$ cat src/rtl/e_ppn_sub_seq.sv
// ============================================================================
// e_ppn_sub_seq
// ----------------------------------------------------------------------------
// Limb-serial N-bit subtractor with borrow-in, borrow-out and a zero flag.
// It is the subtract/compare partner of the carry-in/carry-out adder in the
// Kaliski modular-inverse datapath. It takes the place of one wide
// single-cycle subtract in the u-v and r-s update paths.
//
// Operands are captured on a valid/ready handshake. The block then processes
// W bits per clock, least significant limb first. The result is held until
// the consumer accepts it.
//
// d_o = (a_i - b_i - bw_i) mod 2^N
// bw_o = 1 when a_i < b_i + bw_i
// zero_o = 1 when d_o == 0
//
// Parameters
//   N : operand and result width in bits
//   W : limb width handled per clock (1 <= W <= N)
//
// Ports
//   clk          : sole clock, rising edge
//   reset        : asynchronous active-high reset
//   in_valid_i   : operands are presented
//   in_ready_o   : block is idle and can accept operands
//   a_i          : minuend, unsigned
//   b_i          : subtrahend, unsigned
//   bw_i         : borrow-in
//   out_valid_o  : result is valid
//   out_ready_i  : consumer takes the result
//   d_o          : difference register (partial limbs show while running)
//   bw_o         : borrow-out
//   zero_o       : difference is all zeros
// ============================================================================
module e_ppn_sub_seq #(
    parameter int N = 257,
    parameter int W = 64
) (
    input  logic         clk,
    input  logic         reset,
    input  logic         in_valid_i,
    output logic         in_ready_o,
    input  logic [N-1:0] a_i,
    input  logic [N-1:0] b_i,
    input  logic         bw_i,
    output logic         out_valid_o,
    input  logic         out_ready_i,
    output logic [N-1:0] d_o,
    output logic         bw_o,
    output logic         zero_o
);

    // Limb count, width of the (possibly narrower) top limb, and the width of
    // the limb counter. The counter keeps at least one bit so that a
    // single-limb build still elaborates cleanly.
    localparam int L  = (N + W - 1) / W;
    localparam int TW = N - (L - 1) * W;
    localparam int CW = (L > 1) ? $clog2(L) : 1;
    localparam logic [CW-1:0] LAST = CW'(L - 1);

    typedef enum logic [1:0] {
        IDLE,
        RUN,
        DONE
    } state_t;

    state_t          r_state;
    state_t          w_nextState;

    logic [N-1:0]    r_a;
    logic [N-1:0]    r_b;
    logic [CW-1:0]   r_cnt;
    logic            r_borrow;
    logic            r_nonZero;

    logic [W-1:0]    w_aLimb;
    logic [W-1:0]    w_bLimb;
    logic [W:0]      w_diff;
    logic            w_lastLimb;
    logic            w_limbBorrow;
    logic            w_limbNonZero;

    assign w_lastLimb = (r_cnt == LAST);

    // State register. Reset drops any operation in progress straight back to
    // IDLE.
    always_ff @(posedge clk or posedge reset) begin
        if (reset) begin
            r_state <= IDLE;
        end else begin
            r_state <= w_nextState;
        end
    end

    // Next-state and handshake outputs. Only one operation is in flight at a
    // time: in_ready_o is high only in IDLE. in_valid_i has no effect outside
    // IDLE, and out_ready_i has no effect outside DONE.
    always_comb begin
        w_nextState = r_state;
        in_ready_o  = 1'b0;
        out_valid_o = 1'b0;
        case (r_state)
            IDLE: begin
                in_ready_o = 1'b1;
                if (in_valid_i) begin
                    w_nextState = RUN;
                end
            end
            RUN: begin
                if (w_lastLimb) begin
                    w_nextState = DONE;
                end
            end
            DONE: begin
                out_valid_o = 1'b1;
                if (out_ready_i) begin
                    w_nextState = IDLE;
                end
            end
            default: begin
                w_nextState = IDLE;
            end
        endcase
    end

    // Select the current limb of each captured operand. Full limbs come from
    // constant slices chosen by the counter. The top limb is zero-extended from
    // its true width, so no slice ever reaches past bit N-1.
    always_comb begin
        w_aLimb = '0;
        w_bLimb = '0;
        for (int k = 0; k < L - 1; k++) begin
            if (r_cnt == CW'(k)) begin
                w_aLimb = r_a[k*W +: W];
                w_bLimb = r_b[k*W +: W];
            end
        end
        if (w_lastLimb) begin
            w_aLimb[TW-1:0] = r_a[N-1 -: TW];
            w_bLimb[TW-1:0] = r_b[N-1 -: TW];
        end
    end

    // Limb subtract at W+1 bits. A full limb takes its borrow from bit W.
    // The top limb takes its borrow at its own narrower width (bit TW). A
    // negative result sets every bit from TW upward, so bit TW is the borrow.
    // The zero test for the top limb looks only at its TW valid bits.
    always_comb begin
        w_diff        = {1'b0, w_aLimb} - {1'b0, w_bLimb} - {{W{1'b0}}, r_borrow};
        w_limbBorrow  = w_lastLimb ? w_diff[TW] : w_diff[W];
        w_limbNonZero = w_lastLimb ? (|w_diff[TW-1:0]) : (|w_diff[W-1:0]);
    end

    // Datapath. Accepting operands captures them, seeds the running borrow
    // with bw_i and clears the limb counter and the nonzero accumulator. Each
    // RUN edge writes one limb into d_o. The zero flag comes from OR-ing each
    // written limb into an accumulator, not from a full-width compare. The
    // flags are latched on the edge that processes the last limb.
    always_ff @(posedge clk or posedge reset) begin
        if (reset) begin
            r_a       <= '0;
            r_b       <= '0;
            r_cnt     <= '0;
            r_borrow  <= 1'b0;
            r_nonZero <= 1'b0;
            d_o       <= '0;
            bw_o      <= 1'b0;
            zero_o    <= 1'b0;
        end else begin
            case (r_state)
                IDLE: begin
                    if (in_valid_i) begin
                        r_a       <= a_i;
                        r_b       <= b_i;
                        r_cnt     <= '0;
                        r_borrow  <= bw_i;
                        r_nonZero <= 1'b0;
                    end
                end
                RUN: begin
                    for (int k = 0; k < L - 1; k++) begin
                        if (r_cnt == CW'(k)) begin
                            d_o[k*W +: W] <= w_diff[W-1:0];
                        end
                    end
                    if (w_lastLimb) begin
                        d_o[N-1 -: TW] <= w_diff[TW-1:0];
                        bw_o           <= w_limbBorrow;
                        zero_o         <= ~(r_nonZero | w_limbNonZero);
                    end
                    r_borrow  <= w_limbBorrow;
                    r_nonZero <= r_nonZero | w_limbNonZero;
                    r_cnt     <= r_cnt + CW'(1);
                end
                default: begin
                end
            endcase
        end
    end

endmodule

$ cat config.mk
export PLATFORM = sky130hd
export DESIGN_NAME = e_ppn_sub_seq
export DESIGN_NICKNAME = d
export VERILOG_FILES = /design/src/rtl/e_ppn_sub_seq.sv
export SDC_FILE = /design/constraint.sdc
export NUM_CORES = 2
export LEC_CHECK = 0
export ABC_AREA = 1
export CORE_AREA = 5 5 304 306
export DETAILED_ROUTE_END_ITERATION = 6
export DIE_AREA = 0 0 309 311
export PLACE_DENSITY = 0.77
export SYNTH_ARGS = -nofsm -noshare
export SYNTH_HDL_FRONTEND = slang
export SYNTH_SLANG_ARGS = --single-unit
$ cat constraint.sdc
create_clock -name clk -period 32 [get_ports clk]
set_input_delay 4.8 -clock clk [delete_from_list [all_inputs] [get_ports clk]]
set_output_delay 4.8 -clock clk [all_outputs]
set_load 0.05 [all_outputs]
Word-level counts from Yosys, hierarchy flattened
Cells that the tools add are included.
- register bits after elaboration: 780
- output and inout port bits: 261
- add/subtract/negate cells: 3
- bitwise gates (word level): 2
- multiplexer cells: 24
- reductions and logical operators: 12
- equality and inequality tests: 9
- operators with widths (operator ; number):
    two-way mux 64 bit ; 8
    subtractor 64 x 64 -> 65 bit ; 1
    subtractor 65 x 1 -> 65 bit ; 1
    OR reduction 64 bit ; 1
    AND reduction 2 bit ; 7
    two-way mux 1 bit ; 8
    == test 3 x 2 -> 1 bit (second input constant) ; 2
    two-way mux 2 bit ; 3
    != test 2 bit (second input constant) ; 3
    case mux 2 bit (3 select lines) ; 1
    case mux 3 bit (2 select lines) ; 1
    case mux 1 bit (2 select lines) ; 2
    adder 3 x 1 -> 3 bit (second input constant) ; 1
    == test 3 x 1 -> 1 bit (second input constant) ; 1
    == test 3 bit (second input constant) ; 1
    zero test 3 bit ; 1
    two-way mux 3 bit ; 1
    AND reduction 3 bit ; 1
    == test 2 x 1 -> 1 bit (second input constant) ; 1
    == test 2 bit (second input constant) ; 1
    zero test 2 bit ; 1
    nonzero test 2 bit ; 1
    NOT 1 bit ; 1
    bitwise OR 1 bit ; 1

Longest topological paths before layout
- word-level depth: 12
- mapped depth: 35
- depth with buffers taken out: 34

Worst setup path after synthesis
No wires, ideal clock.
- path type: input to register
- start point: input port in_valid_i
- end point: register r_a[127]
- buffers on the path: 3
- data required time: 31.934 ns
- data arrival time: 5.872 ns
- stages: 6
- slack: 26.063 ns
- cells stage by stage: nand2_1 > clkbuf_1 > clkbuf_1 > clkbuf_1 > nand2_1 > nand2_1
- longest elaborated chain between the ends: 1
- ends and longest elaborated chain (what ; line ; source):
    start, declared ; 41 ; input logic in_valid_i,
    AND reduction 2 bit (no line) ; -- ;
    end signal, assigned ; 173 ; r_a <= a_i;
    end, declared ; 70 ; logic [N-1:0] r_a;
No other way between the ends.
A chain may end at the register's enable or synchronous reset.

Worst setup path in the final report
- start point: input port in_valid_i
- end point: register r_a[181]
Same word-level chain as after synthesis.

==> metrics <==
synth top area cells=dfrtp_1 (51%), nand2_1 (22%), o21ai_0 (5.5%), ha_1 (4.2%), inv_1 (3.6%); global-route wire length before repair=211900 um; Avg WL per Cell=20.61 um; final hold viol count=0; Worst-Margin Slew=1.195 ns; RR Endpoint=r_nonZero; final design utilization=55.99%; number of global-route vias before repair=35270; FILL cells=8040; Worst Path Required=32.54 ns; Syn Std Cell Area=38470 um^2; largest family of logic cells by synthesized area=simple AND/OR/NAND/NOR gates; register area=19520 um^2; die footprint=96100 um^2; setup_tns=0 ns; Initial Util=43.06%; most numerous cell in the Yosys netlist=nand2_1; CTS max path bufs=3; #FFs+latches synth=780; Synth Area in Simple Gates=26.11%; sequential fraction of the synthesis area=50.74%; Synth Net Count=5598; Synth Area in XOR/XNOR=0.6603%; Final period util=25.48%; Via Count=36380; max cap viols=0; Congestion Overflow GR=0; CTS Buf Count=82; TritonCTS clock tree=built; routability cong.=0.9169; top cell types by occurrence after synthesis=nand2_1 (2208), dfrtp_1 (780), o21ai_0 (421); Post-DP HPWL=104000 um; Reg2Reg Setup Slack=24.76 ns; Skew-Pair Late Insertion Delay=0.66 ns; min Tclk post-route=8.153 ns; Synth cell types=49; initial antenna violation count=34; root buf cell=clkbuf_16; status=finished, final reports clean; Achievable Freq=122.7 MHz; relative slew slack=20.32%; Core ar.=89320 um^2; Worst Hold Depth=2; top cell type's share of synthesized area=50.74%; compound-gate portion of the synthesized area=12.10%; Final Max Slew Viols=0; critical path arrival=8.69 ns; synthesized area per cell=7.774 um^2; DRT antenna net count=0; post-synth top area cell=dfrtp_1; largest net degree at the start of global routing=248; final wirelength=141400 um; Via density=5.305; R2R depth=29; Setup-failing EPs final=0; die height=311 um; die width=309 um; DRT iter0 DRCs=4004; postcts setup bufs=0; Async SR Flop Fraction=100.0%; Multi-input gate area=16650 um^2; RSZ-0062 raised after global routing=false; Residual DRC=0; clock skew=0.04870 ns; Primary FF master, synth=dfrtp_1; reg2reg start=r_cnt[0]; Startpoint Class=input port; number of flops mapped to enable cells by yosys=0; Setup crit end kind=flip-flop; Synth Area in Adders=4.300%; Clock Sink Count=780; Hold Path End=r_a[92]; total track usage=28.28%; clock transition at the registers of the reported paths=0.06 ns; # port buffers=779; area grow syn2layout=30.01%; Syn Inst Count=4948; Resized Gates After CTS=0; largest fanout on the critical path=153; Yosys warnings=0; mux cell area share after synthesis=0%; Rows=110; hold_buf cts=0; hold_sp=r_a[92]; critical path class=input port to flip-flop; HP Class=flip-flop to flip-flop; H-tree lvl count=3; first-pass detailed-route iteration total=6; share of layout cells above drive strength 1=4.368%; nets=6245; Boundary Pins=780
==> worst max-delay path by stage <==
stage,to,slack (ns),start,depth (start not counted)
global placement,r_b[178],23.28,reset,5
CTS,r_a[2],23.91,reset,5
detailed placement,r_b[38],23.23,reset,5
finish,r_a[181],23.85,in_valid_i,7
global route,r_a[251],23.40,reset,5
floorplan,bw_o,5.30,reset,1
==> flip-flops by register name, indices dropped and copies added (netlist names) <==
name,count
r_cnt,3
zero_o,1
r_nonZero,1
d_o,257
r_state,2
r_a,257
r_borrow,1
r_b,257
bw_o,1
==> stage by stage <==
stage / setup WS [ns] / cell area, um^2 / hold slack, ns / std cells
after floorplan: 5.302 / 38470 / 0.4436 / 4948
after global placement: 23.28 / 47140 / 0.4571 / 6687
after detailed placement: 23.23 / 47140 / 0.4651 / 6687
after CTS: 23.91 / 49940 / 0.4480 / 6831
after global routing: 23.40 / 50000 / 0.4919 / 6853
final: 23.85 / 50010 / 0.4754 / 6858
==> layer usage <==
layer	wire length [um]	up-vias	global-route usage (%)	part of all wire, %
li1	-	17070	-	-
met2	66450	1609	45.41	47
met1	59060	17450	38.47	42
met3	10610	251	5.084	7.5
met5	48	-	0	0.034
met4	5214	8	10.63	3.7
==> area by class of cell <==
class | instances | area share (%)
Sequential cell | 780 | 39.03
Multi-Input combinational cell | 3547 | 33.30
Timing Repair Buffer | 812 | 16.14
Clock buffer | 116 | 4.719
Tap cell | 1176 | 2.942
Inverter | 372 | 2.852
Clock inverter | 28 | 0.8782
Antenna cell | 27 | 0.1351
==> worst max-delay path, cell delays in order <==
cell and delay, ns:
clkdlybuf4s50_1 0.52, nand2_4 0.28, inv_8 0.74, buf_4 0.89
buf_4 1.05, nand2_1 0.13, o21ai_0 0.12
==> logic make-up after synthesis <==
family | count (synthesis)
and+or+nand+nor | 2585
buffers and inverters | 621
DFF | 780
AOI/OAI and AO/OA | 808
xor gates and xnor gates | 23
adders and majority gates | 131
==> layout by cell type (no fill, tap or decap), types with 10 or more instances in the layout <==
cell | Yosys | routed
nand2_1 | 2208 | 2207
nand2_2 | 34 | 33
dfrtp_1 | 780 | 780
clkbuf_8 | 1 | 18
nand4_1 | 13 | 13
clkbuf_1 | 237 | 16
xor2_1 | 12 | 12
o22ai_1 | 62 | 62
o21ai_0 | 421 | 421
diode_2 | 0 | 27
ha_1 | 129 | 128
inv_1 | 366 | 359
clkdlybuf4s50_1 | 0 | 779
a221oi_1 | 63 | 63
clkinv_2 | 0 | 12
nor2_1 | 223 | 221
nor2_2 | 10 | 10
buf_4 | 0 | 31
nand3_1 | 64 | 64
o31ai_1 | 64 | 64
clkbuf_16 | 0 | 82
a21oi_1 | 141 | 141
Power is not shown: default switching activity piles up to over one toggle a cycle in this logic, so the estimate is an artifact.
